### config.mk
export PLATFORM = sky130hd
export DESIGN_NAME = invert_ctrl
export DESIGN_NICKNAME = d
export VERILOG_FILES = /design/src/rtl/invert_pkg.sv /design/src/rtl/pixel_pos_counter.sv /design/src/rtl/invert_ctrl.sv
export SDC_FILE = /design/constraint.sdc
export NUM_CORES = 1
export LEC_CHECK = 0
export CAP_MARGIN = 10
export CORE_ASPECT_RATIO = 0.8
export CORE_MARGIN = 1.5
export CORE_UTILIZATION = 45
export DETAILED_ROUTE_END_ITERATION = 6
export PLACE_DENSITY = 0.74
export REMOVE_ABC_BUFFERS = 1
export SYNTH_ARGS = -nofsm -noshare
export SYNTH_HDL_FRONTEND = slang
export SYNTH_SLANG_ARGS = --single-unit
### constraint.sdc
create_clock -name clk -period 4.2 [get_ports clk]
set_input_delay 0.63 -clock clk [delete_from_list [all_inputs] [get_ports clk]]
set_output_delay 0.63 -clock clk [all_outputs]
set_load 0.05 [all_outputs]
### src/rtl/invert_pkg.sv
// rtl/invert_pkg.sv - shared encodings and default widths for the invert controller
package invert_pkg;

    localparam int DEFAULT_COORD_W  = 12;
    localparam int DEFAULT_PERIOD_W = 8;

    typedef enum logic [1:0] {
        MODE_OFF    = 2'd0,
        MODE_FULL   = 2'd1,
        MODE_WINDOW = 2'd2,
        MODE_BLINK  = 2'd3
    } inv_mode_e;

    typedef enum logic {
        ST_WAIT_SYNC = 1'b0,
        ST_RUN       = 1'b1
    } inv_state_e;

endpackage

### src/rtl/pixel_pos_counter.sv
// rtl/pixel_pos_counter.sv - pixel x/y position and vsync edge tracking for the video stream
module pixel_pos_counter
    import invert_pkg::*;
#(
    parameter int COORD_W = DEFAULT_COORD_W
) (
    input  logic               clk,
    input  logic               rst,
    input  logic               vde,
    input  logic               vsync,
    output logic [COORD_W-1:0] x,
    output logic [COORD_W-1:0] y,
    output logic               vsync_rise
);

    logic               vde_dly_q, vde_dly_d;
    logic               vsync_dly_q, vsync_dly_d;
    logic [COORD_W-1:0] x_q, x_d;
    logic [COORD_W-1:0] y_q, y_d;
    logic               vde_fall;

    assign vsync_rise = vsync & ~vsync_dly_q;
    assign vde_fall   = ~vde & vde_dly_q;

    // x_q holds the column of the pixel presented on the current cycle
    always_comb begin
        vde_dly_d   = vde;
        vsync_dly_d = vsync;
        x_d         = '0;
        if (vde) begin
            x_d = (x_q == '1) ? x_q : x_q + COORD_W'(1);
        end
        y_d = y_q;
        if (vsync_rise) begin
            y_d = '0;
        end else if (vde_fall && (y_q != '1)) begin
            y_d = y_q + COORD_W'(1);
        end
    end

    always_ff @(posedge clk) begin
        if (rst) begin
            vde_dly_q   <= 1'b0;
            vsync_dly_q <= 1'b0;
            x_q         <= '0;
            y_q         <= '0;
        end else begin
            vde_dly_q   <= vde_dly_d;
            vsync_dly_q <= vsync_dly_d;
            x_q         <= x_d;
            y_q         <= y_d;
        end
    end

    assign x = x_q;
    assign y = y_q;

endmodule

### src/rtl/invert_ctrl.sv
// rtl/invert_ctrl.sv - frame-synchronous RGB invert enable with double-buffered configuration
module invert_ctrl
    import invert_pkg::*;
#(
    parameter int COORD_W  = DEFAULT_COORD_W,
    parameter int PERIOD_W = DEFAULT_PERIOD_W
) (
    input  logic                clk,
    input  logic                rst,
    input  logic                vde,
    input  logic                vsync,
    input  logic                cfg_valid,
    output logic                cfg_ready,
    input  logic [1:0]          cfg_mode,
    input  logic [COORD_W-1:0]  cfg_x0,
    input  logic [COORD_W-1:0]  cfg_x1,
    input  logic [COORD_W-1:0]  cfg_y0,
    input  logic [COORD_W-1:0]  cfg_y1,
    input  logic [PERIOD_W-1:0] cfg_period,
    output logic                en,
    output logic [15:0]         frame_cnt
);

    logic [COORD_W-1:0] pix_x, pix_y;
    logic               vsync_rise;

    pixel_pos_counter #(.COORD_W(COORD_W)) u_pos (
        .clk        (clk),
        .rst        (rst),
        .vde        (vde),
        .vsync      (vsync),
        .x          (pix_x),
        .y          (pix_y),
        .vsync_rise (vsync_rise)
    );

    inv_state_e          state_q, state_d;
    logic                pend_valid_q, pend_valid_d;
    inv_mode_e           pend_mode_q, pend_mode_d;
    logic [COORD_W-1:0]  pend_x0_q, pend_x0_d, pend_x1_q, pend_x1_d;
    logic [COORD_W-1:0]  pend_y0_q, pend_y0_d, pend_y1_q, pend_y1_d;
    logic [PERIOD_W-1:0] pend_period_q, pend_period_d;
    inv_mode_e           act_mode_q, act_mode_d;
    logic [COORD_W-1:0]  act_x0_q, act_x0_d, act_x1_q, act_x1_d;
    logic [COORD_W-1:0]  act_y0_q, act_y0_d, act_y1_q, act_y1_d;
    logic [PERIOD_W-1:0] act_period_q, act_period_d;
    logic [PERIOD_W-1:0] blink_cnt_q, blink_cnt_d;
    logic                phase_q, phase_d;
    logic [15:0]         frame_cnt_q, frame_cnt_d;
    logic                en_q, en_d;

    logic [PERIOD_W-1:0] period_eff;
    logic                cfg_accept;
    logic                in_window;

    assign cfg_ready  = ~pend_valid_q;
    assign cfg_accept = cfg_valid & ~pend_valid_q;
    assign period_eff = (act_period_q == '0) ? PERIOD_W'(1) : act_period_q;
    assign in_window  = (pix_x >= act_x0_q) && (pix_x <= act_x1_q) &&
                        (pix_y >= act_y0_q) && (pix_y <= act_y1_q);

    always_comb begin
        state_d       = state_q;
        pend_valid_d  = pend_valid_q;
        pend_mode_d   = pend_mode_q;
        pend_x0_d     = pend_x0_q;
        pend_x1_d     = pend_x1_q;
        pend_y0_d     = pend_y0_q;
        pend_y1_d     = pend_y1_q;
        pend_period_d = pend_period_q;
        act_mode_d    = act_mode_q;
        act_x0_d      = act_x0_q;
        act_x1_d      = act_x1_q;
        act_y0_d      = act_y0_q;
        act_y1_d      = act_y1_q;
        act_period_d  = act_period_q;
        blink_cnt_d   = blink_cnt_q;
        phase_d       = phase_q;
        frame_cnt_d   = frame_cnt_q;
        en_d          = 1'b0;

        if (state_q == ST_WAIT_SYNC && vsync_rise) begin
            state_d = ST_RUN;
        end

        if (vsync_rise) begin
            frame_cnt_d = frame_cnt_q + 16'd1;
            if (pend_valid_q) begin
                act_mode_d   = pend_mode_q;
                act_x0_d     = pend_x0_q;
                act_x1_d     = pend_x1_q;
                act_y0_d     = pend_y0_q;
                act_y1_d     = pend_y1_q;
                act_period_d = pend_period_q;
                pend_valid_d = 1'b0;
                blink_cnt_d  = '0;
                phase_d      = 1'b0;
            end else if (blink_cnt_q >= period_eff - PERIOD_W'(1)) begin
                blink_cnt_d = '0;
                phase_d     = ~phase_q;
            end else begin
                blink_cnt_d = blink_cnt_q + PERIOD_W'(1);
            end
        end

        // The slot is only free when nothing is pending, so an accept never collides with an apply
        if (cfg_accept) begin
            pend_valid_d  = 1'b1;
            pend_mode_d   = inv_mode_e'(cfg_mode);
            pend_x0_d     = cfg_x0;
            pend_x1_d     = cfg_x1;
            pend_y0_d     = cfg_y0;
            pend_y1_d     = cfg_y1;
            pend_period_d = cfg_period;
        end

        if (vde && state_q == ST_RUN) begin
            case (act_mode_q)
                MODE_FULL:   en_d = 1'b1;
                MODE_WINDOW: en_d = in_window;
                MODE_BLINK:  en_d = phase_q;
                default:     en_d = 1'b0;
            endcase
        end
    end

    always_ff @(posedge clk) begin
        if (rst) begin
            state_q       <= ST_WAIT_SYNC;
            pend_valid_q  <= 1'b0;
            pend_mode_q   <= MODE_OFF;
            pend_x0_q     <= '0;
            pend_x1_q     <= '0;
            pend_y0_q     <= '0;
            pend_y1_q     <= '0;
            pend_period_q <= '0;
            act_mode_q    <= MODE_OFF;
            act_x0_q      <= '0;
            act_x1_q      <= '0;
            act_y0_q      <= '0;
            act_y1_q      <= '0;
            act_period_q  <= '0;
            blink_cnt_q   <= '0;
            phase_q       <= 1'b0;
            frame_cnt_q   <= '0;
            en_q          <= 1'b0;
        end else begin
            state_q       <= state_d;
            pend_valid_q  <= pend_valid_d;
            pend_mode_q   <= pend_mode_d;
            pend_x0_q     <= pend_x0_d;
            pend_x1_q     <= pend_x1_d;
            pend_y0_q     <= pend_y0_d;
            pend_y1_q     <= pend_y1_d;
            pend_period_q <= pend_period_d;
            act_mode_q    <= act_mode_d;
            act_x0_q      <= act_x0_d;
            act_x1_q      <= act_x1_d;
            act_y0_q      <= act_y0_d;
            act_y1_q      <= act_y1_d;
            act_period_q  <= act_period_d;
            blink_cnt_q   <= blink_cnt_d;
            phase_q       <= phase_d;
            frame_cnt_q   <= frame_cnt_d;
            en_q          <= en_d;
        end
    end

    assign en        = en_q;
    assign frame_cnt = frame_cnt_q;

endmodule

==> results.json <==
{
  "switching_share_pct": 22.3,
  "synthesis.area_mm2": 0.00774,
  "grt_pass1_vias": 5996,
  "reg2reg_from": "act_period_q[4]",
  "final_core_util_pct": 56.3,
  "die_w_um": 150,
  "grt_max_degree": 85,
  "clock-sinks": 170,
  "grt_overflow_total": 0,
  "gp_congestion": 0.816,
  "path_max_fanout": 6,
  "final.setup.tns_ns": 0,
  "synth_most_common_cell": "nand2_1",
  "worstHoldStart": "pend_y1_q[2]",
  "fin_nets": 1155,
  "drtAntennaViolNets": 0,
  "cts_max_path_buffers": 2,
  "coreArea_mm2": 0.0167,
  "clock_skew_ns": 0.0103,
  "wirelength_um": 16100,
  "placed_cells": 1231,
  "p_seq_share_pct": 45.3,
  "vias": 6365,
  "placed_area_mm2": 0.00870,
  "layout-drive-gt1-share_pct": 5.08,
  "min_to": "act_y1_q[2]",
  "yosys_warnings": 0,
  "worstPathArrival_ns": 3.60,
  "synth-main-ff-cell": "dfxtp_1",
  "insertion_delay_ns": 0.43,
  "clkSlewWorstSetupHoldPaths_ns": 0.06,
  "reg2reg_to": "blink_cnt_q[5]",
  "synth_cell_types": 46,
  "power_density_mw_per_mm2": 398,
  "numCtsBuffers": 17,
  "synth-seq-cells": 170,
  "io_buffers": 80,
  "regArea_mm2": 0.00340,
  "ios": 81,
  "setup_violations": 0,
  "synth_enable_flop_cells": 0,
  "fillers": 1546,
  "leakage_nw": 3.56,
  "chipHeight_um": 120,
  "placementRows": 42,
  "fin_cells": 1264,
  "yosysTopAreaCell": "dfxtp_1",
  "holdPathStages": 2,
  "route.detailed.drc": 0,
  "dpl.hpwl_um": 10800,
  "cts_htree_levels": 4,
  "combPwrFrac_pct": 7.7,
  "power_mw": 3.74,
  "reg2reg_depth": 14,
  "fin_hold_ws_ns": 0.452,
  "maxCapViolations": 0,
  "status": "complete, no violations",
  "drtIter0Drc": 340,
  "rsz0062_at_grt": "no",
  "power.switching_mw": 0.834,
  "internal_power_mw": 2.90,
  "synthArstFlopShare_pct": 0,
  "route.met2.wl_um": 7410,
  "slew_viol_final": 0,
  "synth_top_area_share_pct": 44.0,
  "finalWorstSetupSlack_ns": 0.963,
  "syn_area_per_cell_um2": 7.98,
  "rrSetupSlack_ns": 0.96,
  "critical_path_required_ns": 4.57,
  "wire_per_inst_um": 12.8,
  "critPathCaptureType": "flip-flop",
  "holdBufCountCts": 0,
  "m1WireLength_um": 8040,
  "final.period_utilization_pct": 77.1,
  "n_antenna_cell": 0,
  "cp-start-kind": "flip-flop",
  "pre_cts_slack_ns": 0.993,
  "post_cts_resized": 0,
  "multiInputGateArea_mm2": 0.00398,
  "top_layer_used": "met4",
  "min_path_type": "flip-flop to flip-flop",
  "dieArea_mm2": 0.0180,
  "synth_common_cells": "266 x nand2_1, 170 x dfxtp_1, 153 x a21oi_1, 61 x ha_1, 55 x inv_1",
  "ir_worst_vdd_mv": 0.249,
  "synth_cells": 969,
  "met3_wirelength_um": 631,
  "final_hold_viol_count": 0,
  "grt_pass1_wl_um": 27400,
  "vias_per_cell": 5.04,
  "yosys-top-cells-area": "dfxtp_1 44%, nand2_1 13%, a21oi_1 9.9%",
  "final_area_mm2": 0.00939,
  "antenna_found_initial": 0,
  "dr.pass1.iters": 4,
  "initial_core_util_pct": 46.4,
  "max_freq_mhz": 309,
  "timing.slew.headroom_pct": 40.0,
  "cts_tree": "built",
  "min_period_ns": 3.24,
  "path_class": "flip-flop to flip-flop",
  "p_clk_share_pct": 47.0,
  "grt_usage_pct": 18.8,
  "worst_pin_slew_ns": 0.899,
  "cts_setup_buffers": 0,
  "clockRootBuffer": "clkbuf_16",
  "yosysSeqAreaShare_pct": 44.0,
  "syn2layout_area_growth_pct": 21.3
}
==> flip-flops by register name, indices dropped and copies added (netlist names) <==
signal / count
u_pos.x: 12
pend_period_q: 8
act_period_q: 8
act_y1_q: 12
act_x0_q: 12
en: 1
pend_x0_q: 12
frame_cnt: 16
pend_y0_q: 12
pend_valid_q: 1
state_q: 1
act_y0_q: 12
act_mode_q: 2
u_pos.vde_dly_q: 1
pend_mode_q: 2
pend_y1_q: 12
pend_x1_q: 12
u_pos.vsync_dly_q: 1
phase_q: 1
u_pos.y: 12
blink_cnt_q: 8
act_x1_q: 12
==> power groups by stage <==
stage	clock, mW	combinational [mW]	sequential [mW]
floorplan	0	0.148	1.73
global placement	0	0.281	1.73
detailed placement	0	0.287	1.73
CTS	1.79	0.289	1.69
global route	1.85	0.325	1.70
finish	1.76	0.289	1.69
==> cells in the final DEF (no fill, tap or decap), types with 2 or more instances in the layout <==
| master | instances |
|---|---|
| nor2_1 | 49 |
| nand4_1 | 17 |
| nand4_2 | 2 |
| ha_1 | 61 |
| o2111ai_1 | 2 |
| inv_1 | 55 |
| nand2b_1 | 6 |
| a41oi_1 | 2 |
| o21ai_0 | 22 |
| or3_1 | 9 |
| nor2b_1 | 5 |
| and4_1 | 4 |
| xor2_1 | 27 |
| a21oi_1 | 153 |
| clkinv_2 | 3 |
| a21o_1 | 6 |
| clkbuf_16 | 17 |
| clkinv_4 | 2 |
| buf_4 | 6 |
| nand3_1 | 19 |
| clkdlybuf4s50_1 | 79 |
| dfxtp_1 | 170 |
| xnor2_1 | 9 |
| o211ai_1 | 2 |
| bufinv_16 | 5 |
| a211oi_1 | 5 |
| and3_1 | 9 |
| nand2_1 | 265 |
| clkbuf_8 | 4 |
| nor3_1 | 5 |
==> area by class of cell <==
type / count / area share, %
Sequential cell: 170 / 36.3
Inverter: 55 / 2.20
Clock inverter: 11 / 2.03
Multi-Input combinational cell: 701 / 42.3
Timing Repair Buffer: 86 / 9.12
Clock buffer: 21 / 5.12
Tap cell: 220 / 2.93
==> kinds of logic after synthesis <==
group	count (synthesis)	share of synthesized area [%]
mux	1	0.129
compound gates	201	14.2
flops	170	44.0
fa+ha+maj	61	9.86
xor+xnor	36	4.08
buf+inv	98	4.87
simple gates	402	22.9
==> worst max path at each step <==
| stage | startpoint | endpoint | slack [ns] | cells past startpoint |
|---|---|---|---|---|
| 2_1_floorplan | act_period_q[4] | blink_cnt_q[2] | 1.29 | 14 |
| 3_3_place_gp | act_period_q[4] | blink_cnt_q[7] | 1.10 | 14 |
| 3_5_place_dp | act_period_q[4] | blink_cnt_q[5] | 0.99 | 14 |
| 4_1_cts | act_period_q[4] | blink_cnt_q[5] | 0.95 | 14 |
| 5_1_grt | act_period_q[1] | blink_cnt_q[7] | 0.70 | 14 |
| 6_report | act_period_q[4] | blink_cnt_q[5] | 0.96 | 14 |
==> critical path, cell delays in order, from the launching register on <==
cell and delay (ns):
dfxtp_1 0.35, or4_1 0.55, nor4_2 0.15, nor2_1 0.10, ha_1 0.22, nand2_1 0.10
nor3_1 0.06, xnor2_1 0.17, ha_1 0.28, a21o_1 0.19, a211oi_1 0.26, o21ai_0 0.11
a41oi_1 0.27, nand2b_1 0.21, nor2_1 0.15
==> routing by layer <==
metal	vias to the layer above	global-route usage, %
met5	-	0
met4	0	4.95
met3	7	4.45
met2	90	31.3
met1	2905	24.3
li1	3363	-
Power figures use the tool's default switching activity.
